### src/rtl/clkdiv_meter_if.sv
// clkdiv_meter_if: control and result signals of the clock-ratio meter.
//
// Handshake: meas_valid is a one-cycle valid strobe with no ready; the sums,
// locked and timeout are registered and stay stable between strobes, so a
// consumer that misses a strobe can still read the last result. start is a
// single-cycle request honoured only while busy is low.
interface clkdiv_meter_if #(
  parameter int CNT_W = 16
) ();
  logic             clk_in;
  logic             start;
  logic             cont;
  logic [CNT_W-1:0] period_sum;
  logic [CNT_W-1:0] high_sum;
  logic             meas_valid;
  logic             locked;
  logic             timeout;
  logic             busy;
  logic [1:0]       dbg_state;

  modport master (
    output clk_in, start, cont,
    input  period_sum, high_sum, meas_valid, locked, timeout, busy, dbg_state
  );

  modport slave (
    input  clk_in, start, cont,
    output period_sum, high_sum, meas_valid, locked, timeout, busy, dbg_state
  );
endinterface

### src/rtl/clkdiv_meter.sv
// clkdiv_meter: counts sys_clk cycles over 2^AVG_LOG2 periods of an
// asynchronous divided clock, compares the sum to EXPECT +/- TOL and keeps a
// lock flag. A watchdog aborts the measurement when clk_in stops toggling.
// Optional feature macro: CLKDIV_METER_DUTY_EN builds the high-time
// accumulator; without it high_sum is tied to zero.
module clkdiv_meter #(
  parameter int CNT_W    = 16,
  parameter int AVG_LOG2 = 1,
  parameter int EXPECT   = 11,
  parameter int TOL      = 1,
  parameter int TIMEOUT  = 1024
) (
  input  logic          sys_clk,
  input  logic          sys_rst,
  clkdiv_meter_if.slave mif
);

  typedef enum logic [1:0] {
    IDLE = 2'd0,
    ARM  = 2'd1,
    MEAS = 2'd2,
    DONE = 2'd3
  } state_t;

  localparam int               N_EDGES   = 1 << AVG_LOG2;
  localparam int               EW        = AVG_LOG2 + 1;
  localparam logic [EW-1:0]    ECNT_LAST = EW'(N_EDGES - 1);
  localparam int               WD_W      = $clog2(TIMEOUT + 1);
  localparam logic [WD_W-1:0]  WD_LAST   = WD_W'(TIMEOUT - 1);
  localparam logic [CNT_W:0]   EXP_V     = (CNT_W + 1)'(EXPECT);
  localparam logic [CNT_W:0]   TOL_V     = (CNT_W + 1)'(TOL);
  localparam logic [CNT_W-1:0] CNT_MAX   = '1;

  state_t           state_q, state_d;
  logic             sync1_q, sync2_q, hist_q;
  logic             rise, last_rise, wd_hit;
  logic             busy, arm_enter, done_enter, span_start, counting;
  logic [CNT_W-1:0] pcnt_q, pcnt_d;
  logic [EW-1:0]    ecnt_q, ecnt_d;
  logic [WD_W-1:0]  wdog_q, wdog_d;
  logic [CNT_W:0]   p_ext, diff;
  logic             match;
  logic [CNT_W-1:0] period_sum_q;
  logic             meas_valid_q, locked_q, prev_match_q, timeout_q;

  // Two-flop synchronizer plus history flop for edge detection
  always_ff @(posedge sys_clk or posedge sys_rst) begin
    if (sys_rst) begin
      sync1_q <= 1'b0;
      sync2_q <= 1'b0;
      hist_q  <= 1'b0;
    end else begin
      sync1_q <= mif.clk_in;
      sync2_q <= sync1_q;
      hist_q  <= sync2_q;
    end
  end

  // Edge, terminating-edge and watchdog decodes; a rise beats the watchdog
  always_comb begin
    rise      = sync2_q & ~hist_q;
    last_rise = rise && (ecnt_q == ECNT_LAST);
    wd_hit    = ((state_q == ARM) || (state_q == MEAS)) && !rise &&
                (wdog_q == WD_LAST);
  end

  // FSM state register
  always_ff @(posedge sys_clk or posedge sys_rst) begin
    if (sys_rst) state_q <= IDLE;
    else         state_q <= state_d;
  end

  // FSM next-state logic
  always_comb begin
    state_d = state_q;
    case (state_q)
      IDLE:    if (mif.start) state_d = ARM;
      ARM:     if (wd_hit) state_d = IDLE;
               else if (rise) state_d = MEAS;
      MEAS:    if (wd_hit) state_d = IDLE;
               else if (last_rise) state_d = DONE;
      DONE:    state_d = mif.cont ? MEAS : IDLE;
      default: state_d = IDLE;
    endcase
  end

  // FSM output decodes driving the datapath
  always_comb begin
    busy       = (state_q != IDLE);
    arm_enter  = (state_q == IDLE) && mif.start;
    done_enter = (state_q == MEAS) && last_rise;
    // The first rise in ARM and every terminating rise open a new span,
    // so back-to-back measurements lose no edge.
    span_start = ((state_q == ARM) && rise) || done_enter;
    counting   = (state_q == MEAS) || (state_q == DONE);
  end

  // Next values of the period, edge and watchdog counters
  always_comb begin
    pcnt_d = pcnt_q;
    ecnt_d = ecnt_q;
    wdog_d = wdog_q;
    if (span_start) begin
      pcnt_d = CNT_W'(1);
      ecnt_d = '0;
    end else if (counting) begin
      pcnt_d = (pcnt_q == CNT_MAX) ? pcnt_q : pcnt_q + 1'b1;
      if (rise) ecnt_d = ecnt_q + 1'b1;
    end
    if (arm_enter || rise) wdog_d = '0;
    else if (busy)         wdog_d = wdog_q + 1'b1;
  end

  // Counter registers
  always_ff @(posedge sys_clk or posedge sys_rst) begin
    if (sys_rst) begin
      pcnt_q <= '0;
      ecnt_q <= '0;
      wdog_q <= '0;
    end else begin
      pcnt_q <= pcnt_d;
      ecnt_q <= ecnt_d;
      wdog_q <= wdog_d;
    end
  end

  // Match window on the sum about to be latched, unsigned at CNT_W+1 bits
  always_comb begin
    p_ext = {1'b0, pcnt_q};
    diff  = (p_ext >= EXP_V) ? (p_ext - EXP_V) : (EXP_V - p_ext);
    match = (diff <= TOL_V);
  end

  // Result latch, valid strobe, lock tracking and sticky timeout
  always_ff @(posedge sys_clk or posedge sys_rst) begin
    if (sys_rst) begin
      period_sum_q <= '0;
      meas_valid_q <= 1'b0;
      locked_q     <= 1'b0;
      prev_match_q <= 1'b0;
      timeout_q    <= 1'b0;
    end else begin
      meas_valid_q <= done_enter;
      if (done_enter) begin
        period_sum_q <= pcnt_q;
        prev_match_q <= match;
        locked_q     <= match && prev_match_q;
      end
      if (arm_enter) begin
        timeout_q    <= 1'b0;
        locked_q     <= 1'b0;
        prev_match_q <= 1'b0;
      end
      if (wd_hit) begin
        timeout_q    <= 1'b1;
        locked_q     <= 1'b0;
        prev_match_q <= 1'b0;
      end
    end
  end

`ifdef CLKDIV_METER_DUTY_EN
  logic [CNT_W-1:0] hcnt_q, hcnt_d, high_sum_q;

  // High-time next value: the span's first cycle is always high
  always_comb begin
    hcnt_d = hcnt_q;
    if (span_start) hcnt_d = CNT_W'(1);
    else if (counting && sync2_q)
      hcnt_d = (hcnt_q == CNT_MAX) ? hcnt_q : hcnt_q + 1'b1;
  end

  // High-time accumulator and its result latch
  always_ff @(posedge sys_clk or posedge sys_rst) begin
    if (sys_rst) begin
      hcnt_q     <= '0;
      high_sum_q <= '0;
    end else begin
      hcnt_q <= hcnt_d;
      if (done_enter) high_sum_q <= hcnt_q;
    end
  end

  assign mif.high_sum = high_sum_q;
`else
  assign mif.high_sum = '0;
`endif

  assign mif.period_sum = period_sum_q;
  assign mif.meas_valid = meas_valid_q;
  assign mif.locked     = locked_q;
  assign mif.timeout    = timeout_q;
  assign mif.busy       = busy;
  assign mif.dbg_state  = state_q;

endmodule

### src/flat_wrapper.sv
// flat-port wrapper written by rule: the top's interface ports become plain ports
module clkdiv_meter_flat 
#(
  parameter int CNT_W    = 16,
  parameter int AVG_LOG2 = 1,
  parameter int EXPECT   = 11,
  parameter int TOL      = 1,
  parameter int TIMEOUT  = 1024
)
  (sys_clk, sys_rst, mif_clk_in, mif_start, mif_cont, mif_period_sum, mif_high_sum, mif_meas_valid, mif_locked, mif_timeout, mif_busy, mif_dbg_state);
  clkdiv_meter_if #(.CNT_W(CNT_W)) mif_i ();
  input  logic sys_clk;
  input  logic sys_rst;
  input wire logic [$bits(mif_i.clk_in)-1:0] mif_clk_in;
  input wire logic [$bits(mif_i.start)-1:0] mif_start;
  input wire logic [$bits(mif_i.cont)-1:0] mif_cont;
  output wire logic [$bits(mif_i.period_sum)-1:0] mif_period_sum;
  output wire logic [$bits(mif_i.high_sum)-1:0] mif_high_sum;
  output wire logic [$bits(mif_i.meas_valid)-1:0] mif_meas_valid;
  output wire logic [$bits(mif_i.locked)-1:0] mif_locked;
  output wire logic [$bits(mif_i.timeout)-1:0] mif_timeout;
  output wire logic [$bits(mif_i.busy)-1:0] mif_busy;
  output wire logic [$bits(mif_i.dbg_state)-1:0] mif_dbg_state;
  assign mif_i.clk_in = mif_clk_in;
  assign mif_i.start = mif_start;
  assign mif_i.cont = mif_cont;
  assign mif_period_sum = mif_i.period_sum;
  assign mif_high_sum = mif_i.high_sum;
  assign mif_meas_valid = mif_i.meas_valid;
  assign mif_locked = mif_i.locked;
  assign mif_timeout = mif_i.timeout;
  assign mif_busy = mif_i.busy;
  assign mif_dbg_state = mif_i.dbg_state;
  clkdiv_meter #(.CNT_W(CNT_W), .AVG_LOG2(AVG_LOG2), .EXPECT(EXPECT), .TOL(TOL), .TIMEOUT(TIMEOUT)) u_core (.sys_clk(sys_clk), .sys_rst(sys_rst), .mif(mif_i));
endmodule
### config.mk
export PLATFORM = sky130hd
export DESIGN_NAME = clkdiv_meter_flat
export DESIGN_NICKNAME = d
export VERILOG_FILES = /design/src/rtl/clkdiv_meter_if.sv /design/src/rtl/clkdiv_meter.sv /design/src/flat_wrapper.sv
export SDC_FILE = /design/constraint.sdc
export NUM_CORES = 1
export LEC_CHECK = 0
export BUFFER_PORTS_ARGS = -buffer_cell sky130_fd_sc_hd__buf_2
export CAP_MARGIN = 20
export CORE_MARGIN = 4
export CORE_UTILIZATION = 40
export CTS_CLUSTER_DIAMETER = 150
export DETAILED_ROUTE_END_ITERATION = 12
export SLEW_MARGIN = 5
export SYNTH_ARGS = -nofsm -noshare
export SYNTH_HDL_FRONTEND = slang
export SYNTH_SLANG_ARGS = --single-unit
### constraint.sdc
create_clock -name sys_clk -period 1.9 [get_ports sys_clk]
set_input_delay 0.19 -clock sys_clk [delete_from_list [all_inputs] [get_ports sys_clk]]
set_output_delay 0.19 -clock sys_clk [all_outputs]
set_load 0.01 [all_outputs]
==> key figures, run 1 <==
Floorplanning
  – Die area: 0.00916 sq mm
  – I/O pin cnt: 43
  – DIE HEIGHT: 95.7 microns
  – Initial Util: 41.8%
  – Placement Rows: 31
  – Die Wd: 95.7 microns
  – Core Area: 0.00737 sq mm

Timing
  – Fin crit period: 1950 ps
  – Unrepaired setup endpoints after global routing: true
  – Setup TNS: -92.6 ps
  – Final hold vios: 0
  – Worst Slack Setup Final: -52.5 ps
  – Tcrit/Tclk final: 103%
  – # setup viols final: 2
  – Clk_skew: 4.09 ps
  – Fmax: 512 MHz
  – Final Slew Violations: 0

Synthesis
  – Gate Count Post-Synth: 326
  – Fraction of registers with async set/reset: 100%
  – YS warnings: 0
  – Post-synth EDFFs: 0
  – Synth Cell Area: 0.00308 sq mm
  – Unique cell type count in the Yosys netlist: 50
  – Seq/Total Area, Yosys: 43.9%
  – Syn_area_per_cell: 9.44 sq um
  – Seq cells post-synth: 54
  – Ys flop type: dfrtp_1

Route
  – DRT Pass-1 Iters: 4
  – Drt total wl: 7050 microns
  – DRC viols: 0
  – Routed vias/inst: 5.05
  – WL per Instance: 14.1 microns
  – Routed Antenna Nets: 0
  – Routed vias: 2524
  – Initial drt markers: 140

Power and ir drop
  – Max VDD drop: 539 uV
  – PwrDens: 1040 mW/mm^2
  – Leak Pwr: 0.00194 uW

GRT
  – Initial antenna violation count: 0
  – Largest net degree at the start of global routing: 55
  – Vias in the first global route: 2468
  – Tot GR Track Use: 16.5%
  – Overflow after GRT: 0
  – Global-route wire length before repair: 11900 microns

Critical path
  – Slowest CP cell: or4b_1
  – CP arrival: 2150 ps
  – Reg-to-Reg Start: u_core.pcnt_q[2]
  – Critical path required time: 2100 ps
  – Crit path to: u_core.prev_match_q
  – Cell Chain, Critical Path: ha_4, or3_4, or4b_1, nand3_1, o22ai_1, nand4_1, o21ai_1
  – WS Path Type: flop to flop
  – Cell count along the critical path: 7
  – Critical Path Fanout Max: 4
  – Setup crit end kind: flop
  – Bufs and invs on worst path: 0
  – Crit-path leading delay family: simple AND/OR/NAND/NOR gates
  – R2R setup slack: -50 ps
  – Crit start category: flop
  – Slowest cell delay on critical path: 470 ps
  – Critical Path Source: u_core.pcnt_q[2]
  – RR Endpoint: u_core.prev_match_q
  – R2r worst-path depth: 7

Cells and area
  – Area grow syn2layout: 27.8%
  – Final Core Density: 53.4%
  – Final Instance Area: 0.00393 sq mm
  – Total Nets Final: 415
  – Antenna cells: 0
  – Layout cells sized above 1: 33.7%

Clock network
  – H-tree depth: 2
  – Worst skew pair latency: 310 ps
  – Total CTS buffers: 5
  – Root Driver: clkbuf_8
  – Reg clk slew, reported paths: 100 ps
  – # clock sinks: 54
  – TritonCTS clock tree: done
  – Max clock buf depth: 2

Placement
  – Routability congestion estimate: 0.846
  – I/O Buffers: 26
  – Area post-placement: 0.00360 sq mm
  – Post-DP HPWL: 5110 microns

Worst hold path
  – Min-delay src: mif_start
  – Hold WC Path Type: input pin to flop
  – Worst hold path depth: 3

Flow run
  – Max cap viols: 0

Status
  – Outcome: finished, violations left
  – Failing checks: setup timing
[stage by stage]
stage                     power, uW  setup slack (ps)  hold slack (ps)  instances
after CTS                      3980             -56.8              174        500
after global routing           4380              -135              207        500
final                          4080             -52.5              179        500
after detailed placement       3090             -81.3              266        485
after global placement         3050             -50.3              265        485
after floorplan                2490             -19.3              221        341
[cells in the mapped netlist (all sizes together) (6+ instances only)]
cell type,instances,area [sq um]
buf,20,145
o21ai,11,55.1
nor3,8,40.0
clkbuf,12,45.0
dfrtp,54,1350
xnor2,6,52.6
mux2,15,169
nand2,22,82.6
a21oi,12,60.1
xor2,14,123
nand3,20,100
inv,11,41.3
and3,7,43.8
nor2,36,135
ha,10,125
[cell type report]
cell class | count | area [sq um]
well taps | 99 | 124
flip-flops and latches | 54 | 1350
clock buffers | 6 | 72.6
fillers | 706 | 3440
repair buffers | 84 | 583
clock inverters | 2 | 37.5
inverters | 11 | 43.8
multi-input cells | 244 | 1720
[sequential cells by signal, summed over array words and instances, names as in the netlist]
signal / cells
u_core.wdog_q: 11
u_core.mif.timeout: 1
u_core.mif.dbg_state: 2
u_core.ecnt_q: 2
u_core.sync1_q: 1
u_core.sync2_q: 1
u_core.prev_match_q: 1
u_core.pcnt_q: 16
u_core.mif.meas_valid: 1
u_core.mif.locked: 1
u_core.hist_q: 1
u_core.mif.period_sum: 16
[how the worst min path moves through the flow]
stage / endpoint
2_1_floorplan: u_core.sync1_q
3_3_place_gp: u_core.wdog_q[5]
3_5_place_dp: u_core.mif.period_sum[0]
4_1_cts: u_core.wdog_q[1]
5_1_grt: u_core.wdog_q[1]
6_report: u_core.wdog_q[1]
[routing by layer]
metal  vias to the layer above  part of all wire (%)  global-route usage, %
li1                       1254                     -                      -
met1                      1205                    48                   23.2
met2                        54                    46                   25.9
met3                        11                   4.5                   2.97
met4                         0                   1.7                   4.86
met5                         -                     0                      0
[placed cells by master (no fill, tap or decap), types with 2 or more instances in the layout]
| cell type | n |
|---|---|
| buf_4 | 55 |
| dfrtp_1 | 52 |
| nor2_1 | 36 |
| buf_2 | 26 |
| nand2_1 | 22 |
| nand3_1 | 20 |
| conb_1 | 16 |
| mux2_2 | 15 |
| xor2_1 | 14 |
| a21oi_1 | 12 |
| inv_1 | 8 |
| o21ai_0 | 8 |
| and3_1 | 7 |
| nor3_1 | 6 |
| nand2b_1 | 5 |
| nand4_1 | 5 |
| xnor2_1 | 5 |
| ha_1 | 5 |
| clkbuf_8 | 5 |
| nor2b_1 | 4 |
| a211oi_1 | 4 |
| a31oi_1 | 3 |
| and2_1 | 3 |
| o21ai_1 | 3 |
| nand3b_1 | 3 |
| ha_4 | 3 |
| or3_1 | 2 |
| a21o_1 | 2 |
| nor4_2 | 2 |
| mux2i_1 | 2 |
| o31ai_1 | 2 |
| inv_2 | 2 |
| o21a_1 | 2 |
| or3_4 | 2 |
| ha_2 | 2 |
| dlygate4sd3_1 | 2 |
| dfrtp_2 | 2 |
[cells by family (layout without fill, tap and decap cells)]
logic type	count (synthesis)	after routing	synth area share, %
AO/OA/AOI/OAI	49	49	10.3
XOR/XNOR	20	20	5.69
adder cells (fa/ha/maj)	11	11	4.43
buffers and inverters	43	103	7.52
flip-flops	54	54	43.9
multiplexers	17	17	6.14
other	1	16	0.122
AND/OR/NAND/NOR	131	131	21.9
[power breakdown]
part | leakage (uW) | internal (uW) | switching [uW]
combinational | 0.00116 | 902 | 958
clock | 0.0000514 | 394 | 387
sequential | 0.000726 | 1310 | 127
total | 0.00194 | 2610 | 1470
[worst min-delay path: cells and delay by family]
kind | cells | cell delay [ps]
buf+inv | 1 | 100
compound gates | 1 | 60
simple gates | 1 | 100
[repair_timing]
item                                   4_1_cts  5_1_grt
hold buffers                                 2        0
setup endpoints to repair                    5       19
endpoints found under the hold margin       55        0
pin swaps                                    3        5
gates resized for setup                     11       24
buffers inserted                             5        0
No activity file was read; power rests on OpenSTA's default activity.
==> inputs of run 2 (changes only) <==
--- a/config.mk
+++ b/config.mk
@@ -7,11 +7,13 @@
 export LEC_CHECK = 0
 export BUFFER_PORTS_ARGS = -buffer_cell sky130_fd_sc_hd__buf_2
 export CAP_MARGIN = 20
+export CELL_PAD_IN_SITES_DETAIL_PLACEMENT = 1
+export CELL_PAD_IN_SITES_GLOBAL_PLACEMENT = 1
 export CORE_MARGIN = 4
 export CORE_UTILIZATION = 40
 export CTS_CLUSTER_DIAMETER = 150
 export DETAILED_ROUTE_END_ITERATION = 12
-export SLEW_MARGIN = 5
+export PLACE_DENSITY_LB_ADDON = 0.1
 export SYNTH_ARGS = -nofsm -noshare
 export SYNTH_HDL_FRONTEND = slang
 export SYNTH_SLANG_ARGS = --single-unit
==> run 2 against run 1 <==
  * Largest cell class unchanged
  * The run still ends with setup timing left
  * Clock skew is 4.8 ps higher
  * Highest routed layer unchanged
  * Critical path depth fell by 1
  * Non-clock buffer count is 3 higher
  * Hold slack worse by 18 ps
  * Sequential cell count unchanged
==> key figures, run 2 (synthesis gave the netlist of run 1 again) <==
GRT
  – Overflow after GRT: 0
  – Vias in the first global route: 2885
  – Largest net degree at the start of global routing: 24
  – Initial antenna violation count: 0
  – Tot GR Track Use: 19.7%
  – Global-route wire length before repair: 14100 microns

Critical path
  – WS Path Type: flop to flop
  – Cell count along the critical path: 6
  – Crit start category: flop
  – Critical path required time: 2140 ps
  – R2r worst-path depth: 6
  – Critical Path Source: u_core.pcnt_q[11]
  – R2R setup slack: -120 ps
  – Slowest cell delay on critical path: 510 ps
  – Critical Path Fanout Max: 2
  – Slowest CP cell: or4b_4
  – CP arrival: 2250 ps
  – Reg-to-Reg Start: u_core.pcnt_q[11]
  – Crit-path leading delay family: simple AND/OR/NAND/NOR gates
  – RR Endpoint: u_core.mif.locked
  – Setup crit end kind: flop
  – Bufs and invs on worst path: 0
  – Cell Chain, Critical Path: or2_1, maj3_2, or4b_4, nor4_2, nand4_1, o22ai_2
  – Crit path to: u_core.mif.locked

Clock network
  – Max clock buf depth: 2
  – TritonCTS clock tree: done
  – H-tree depth: 2
  – Worst skew pair latency: 310 ps
  – Root Driver: clkbuf_8
  – # clock sinks: 54
  – Total CTS buffers: 5
  – Reg clk slew, reported paths: 110 ps

Placement
  – Pre-CTS WS: -123 ps
  – Post-DP HPWL: 6340 microns
  – Routability congestion estimate: 0.869
  – I/O Buffers: 26
  – Area post-placement: 0.00361 sq mm

Route
  – Wire length on met2: 4520 microns
  – Drt total wl: 8430 microns
  – WL met3: 181 microns
  – Routed Antenna Nets: 0
  – DRT Pass-1 Iters: 4
  – Routed vias/inst: 5.20
  – Top sig layer: met4
  – Initial drt markers: 93
  – WL met1: 3610 microns
  – WL per Instance: 16.8 microns
  – Routed vias: 2616
  – DRC viols: 0

Timing
  – Rel. slew slack: 65.2%
  – Hold_ws: 162 ps
  – Fmax: 496 MHz
  – Clk_skew: 8.94 ps
  – Final Slew Violations: 0
  – Fin crit period: 2020 ps
  – Worst Slack Setup Final: -117 ps
  – Worst-Margin Slew: 517 ps
  – Tcrit/Tclk final: 106%
  – # setup viols final: 3
  – Unrepaired setup endpoints after global routing: true
  – Final hold vios: 0

Floorplanning
  – DIE HEIGHT: 95.7 microns
  – Die Wd: 95.7 microns
  – I/O pin cnt: 43
  – Placement Rows: 31
  – Core Area: 0.00737 sq mm
  – Initial Util: 41.8%
  – Die area: 0.00916 sq mm

Power and ir drop
  – Max VDD drop: 722 uV
  – PwrDens: 1030 mW/mm^2
  – Internal power: 2490 uW
  – Pwr Total: 4030 uW
  – Leak Pwr: 0.00193 uW
  – Reg power frac: 35.3%
  – Clock power frac: 17.0%
  – Net Sw Power: 1540 uW
  – Sw Share: 38.1%
  – Combinational group share of total power: 47.7%

Cells and area
  – Final Core Density: 53.1%
  – Commonest non-fill, non-tap cell in the layout: buf_4
  – Most frequent cells in the layout: 59 x buf_4, 54 x dfrtp_1, 36 x nor2_1
  – Area of the multi-input gates: 0.00171 sq mm
  – Fill cell count: 864
  – Register area: 0.00135 sq mm
  – Total Nets Final: 418
  – Final Instance Area: 0.00391 sq mm
  – Antenna cells: 0
  – Layout cells sized above 1: 34.7%
  – Area grow syn2layout: 27.2%

Status
  – Failing checks: setup timing
  – Outcome: finished, violations left

Flow run
  – Max cap viols: 0

Worst hold path
  – Min-delay src: mif_start
  – Hold WC Path Type: input pin to flop
run 2: worst reg2reg max path: cells and delay by family (launching register included):
family	cells	cell delay (ps)
fa+ha+maj	1	330
compound gates	1	130
simple gates	4	1100
flops	1	400
run 2: stage by stage:
stage | instances | setup TNS, ps
finish | 503 | -218
global route | 503 | -807
CTS | 500 | -217
detailed placement | 489 | -440
global placement | 489 | -181
floorplan | 341 | -38.5
run 2: area by class of cell:
type | instances | share of cell area (%)
Clock buffer | 5 | 1.76
Clock inverter | 3 | 0.639
Inverter | 11 | 1.05
Multi-Input combinational cell | 244 | 43.7
Sequential cell | 54 | 34.5
Tap cell | 99 | 3.16
Timing Repair Buffer | 87 | 15.2
run 2: layer usage:
layer | GRT usage [%] | vias up
met5 | 0 | -
met4 | 4.74 | 0
met3 | 2.97 | 11
met2 | 36.7 | 40
met1 | 23.7 | 1309
li1 | - | 1256
run 2: worst min path at each step:
stage                  endpoint  slack, ps  depth (start not counted)
3_3_place_gp   u_core.wdog_q[5]        230                          2
3_5_place_dp   u_core.wdog_q[6]        250                          2
2_1_floorplan    u_core.sync1_q        220                          0
5_1_grt        u_core.wdog_q[1]        180                          3
4_1_cts        u_core.wdog_q[1]        160                          3
6_report       u_core.wdog_q[1]        160                          3
run 2: power groups by stage:
stage	Combinational (uW)	Clock, uW	Sequential (uW)
2_1_floorplan	1010	0	1480
3_3_place_gp	1680	0	1430
3_5_place_dp	1720	0	1440
4_1_cts	1760	713	1420
5_1_grt	2150	763	1440
6_report	1920	685	1420
run 2: what timing repair did:
action                                  in CTS  in global routing
resized for setup                            5                 27
hold endpoints to repair                    22                  0
endpoints found under the setup margin      16                 18
buffers inserted                             1                  3
hold buffers                                 2                  0
pin swaps                                    2                  4
==> inputs of run 3 (changes only) <==
--- a/config.mk
+++ b/config.mk
@@ -13,7 +13,9 @@
 export CORE_UTILIZATION = 40
 export CTS_CLUSTER_DIAMETER = 150
 export DETAILED_ROUTE_END_ITERATION = 12
-export PLACE_DENSITY_LB_ADDON = 0.1
+export MAX_ROUTING_LAYER = met4
+export PLACE_DENSITY_LB_ADDON = 0.3
+export REMOVE_ABC_BUFFERS = 1
 export SYNTH_ARGS = -nofsm -noshare
 export SYNTH_HDL_FRONTEND = slang
 export SYNTH_SLANG_ARGS = --single-unit
==> run 3 against run 2 <==
  * Critical path type unchanged
  * Sequential share of layout area fell by 0.55 points
  * Sequential power about the same
  * Largest power group unchanged
  * The run still ends with setup timing left
  * Clock-buffer cell count did not move
  * First-iteration DRC count up 5.4%
  * Sequential cell count did not move
  * Worst setup slack got worse by 19 ps
  * Combinational power grew 7%
  * Die area stayed put
  * Power is 6.3% higher
==> key figures, run 3 (synthesis gave the netlist of run 1 again) <==
Status
  – Outcome: finished, violations left
  – Failing checks: setup timing

Placement
  – Post-DP HPWL: 6240 microns
  – Cell Count Post-Placement: 496
  – Pre-CTS WS: -151 ps
  – I/O Buffers: 26
  – Routability congestion estimate: 0.858

Clock network
  – Max clock buf depth: 2
  – Worst skew pair latency: 310 ps
  – Reg clk slew, reported paths: 100 ps
  – H-tree depth: 2
  – Total CTS buffers: 5
  – # clock sinks: 54
  – TritonCTS clock tree: done
  – Root Driver: clkbuf_8

Critical path
  – Crit path to: u_core.prev_match_q
  – Critical path required time: 2140 ps
  – CP arrival: 2280 ps
  – Reg-to-Reg Start: u_core.hist_q
  – Critical Path Source: u_core.hist_q
  – RR Endpoint: u_core.prev_match_q
  – R2R setup slack: -140 ps
  – R2r worst-path depth: 6
  – WS Path Type: flop to flop
  – Crit start category: flop
  – Critical Path Fanout Max: 4
  – Setup crit end kind: flop

Cells and area
  – Total Nets Final: 424
  – Area grow syn2layout: 29.3%
  – Commonest non-fill, non-tap cell in the layout: buf_4
  – Final Core Density: 54.0%
  – Most frequent cells in the layout: 64 x buf_4, 53 x dfrtp_1, 35 x nor2_1
  – Layout cells sized above 1: 36.1%
  – Final std cells w/o fill: 509
  – Fill cell count: 858
  – Antenna cells: 0

Route
  – DRT Pass-1 Iters: 4
  – DRC viols: 0
  – WL per Instance: 17.1 microns
  – Drt total wl: 8690 microns
  – Routed Antenna Nets: 0
  – Initial drt markers: 98
  – Routed vias/inst: 5.24
  – Routed vias: 2667

Floorplanning
  – Placement Rows: 31
  – Die Wd: 95.7 microns
  – DIE HEIGHT: 95.7 microns
  – Core Area: 0.00737 sq mm
  – I/O pin cnt: 43
  – Die area: 0.00916 sq mm
  – Initial Util: 41.8%

GRT
  – Tot GR Track Use: 20.8%
  – Initial antenna violation count: 0
  – Largest net degree at the start of global routing: 55
  – Global-route wire length before repair: 14300 microns
  – Vias in the first global route: 2928
  – Overflow after GRT: 0

Power and ir drop
  – Leak Pwr: 0.00197 uW
  – PwrDens: 1080 mW/mm^2
  – Max VDD drop: 534 uV
  – Pwr Total: 4280 uW

Timing
  – Clk_skew: 6.79 ps
  – Worst Slack Setup Final: -136 ps
  – Fin crit period: 2040 ps
  – Unrepaired setup endpoints after global routing: true
  – Final hold vios: 0
  – Final Slew Violations: 0
  – Tcrit/Tclk final: 107%
  – # setup viols final: 3
  – Fmax: 491 MHz

Worst hold path
  – Hold WC Path Type: input pin to flop

Flow run
  – Max cap viols: 0
run 3: worst min-delay path by stage:
stage	cells after the start	to	slack, ps	from
4_1_cts	3	u_core.wdog_q[1]	180	mif_start
6_report	3	u_core.wdog_q[1]	190	mif_start
3_5_place_dp	3	u_core.mif.period_sum[11]	300	sys_rst
2_1_floorplan	0	u_core.sync1_q	220	mif_clk_in
3_3_place_gp	3	u_core.mif.period_sum[11]	270	sys_rst
5_1_grt	3	u_core.wdog_q[1]	200	mif_start
run 3: layout make-up:
| cell class | count | area [sq um] | area share [%] |
|---|---|---|---|
| multi-input cells | 244 | 1700 | 42.7 |
| flip-flops and latches | 54 | 1350 | 34.0 |
| repair buffers | 93 | 651 | 16.3 |
| well taps | 99 | 124 | 3.11 |
| clock buffers | 5 | 68.8 | 1.73 |
| clock inverters | 3 | 45.0 | 1.13 |
| inverters | 11 | 41.3 | 1.04 |
run 3: stage by stage:
stage | hold WS [ps] | area, sq um | setup TNS (ps)
5_1_grt | 200 | 3980 | -835
3_5_place_dp | 295 | 3680 | -461
3_3_place_gp | 267 | 3680 | -86.1
6_report | 189 | 3980 | -271
4_1_cts | 181 | 3920 | -145
2_1_floorplan | 221 | 2940 | -1230
run 3: power breakdown:
group | switching [uW] | total, uW | internal (uW)
Combinational | 1060 | 2060 | 1010
Clock | 395 | 788 | 393
Sequential | 119 | 1430 | 1310
Total | 1570 | 4280 | 2710
run 3: worst max-delay path: stages (launching register included):
cell and delay [ps]:
dfrtp_1 400, nor2b_1 380, nand3_1 190, or4b_1 570, nor4_2 160, nand4_1 150, o21ai_1 110
run 3: routing by layer:
metal  track usage [%]  up-vias  wire length (microns)
li1                  -     1265                      -
met1              24.3     1321                   3740
met2              36.2       63                   4460
met3              3.60       18                    287
met4              6.99        0                    200
met5                 -        -                      0
run 3: repair_timing:
item / 4_1_cts / 5_1_grt
pin swaps: 8 / 5
resized for setup: 23 / 13
endpoints found under the setup margin: 16 / 19
endpoints found under the hold margin: 55 / 0
hold buffers: 2 / 0
buffers inserted: 1 / 2
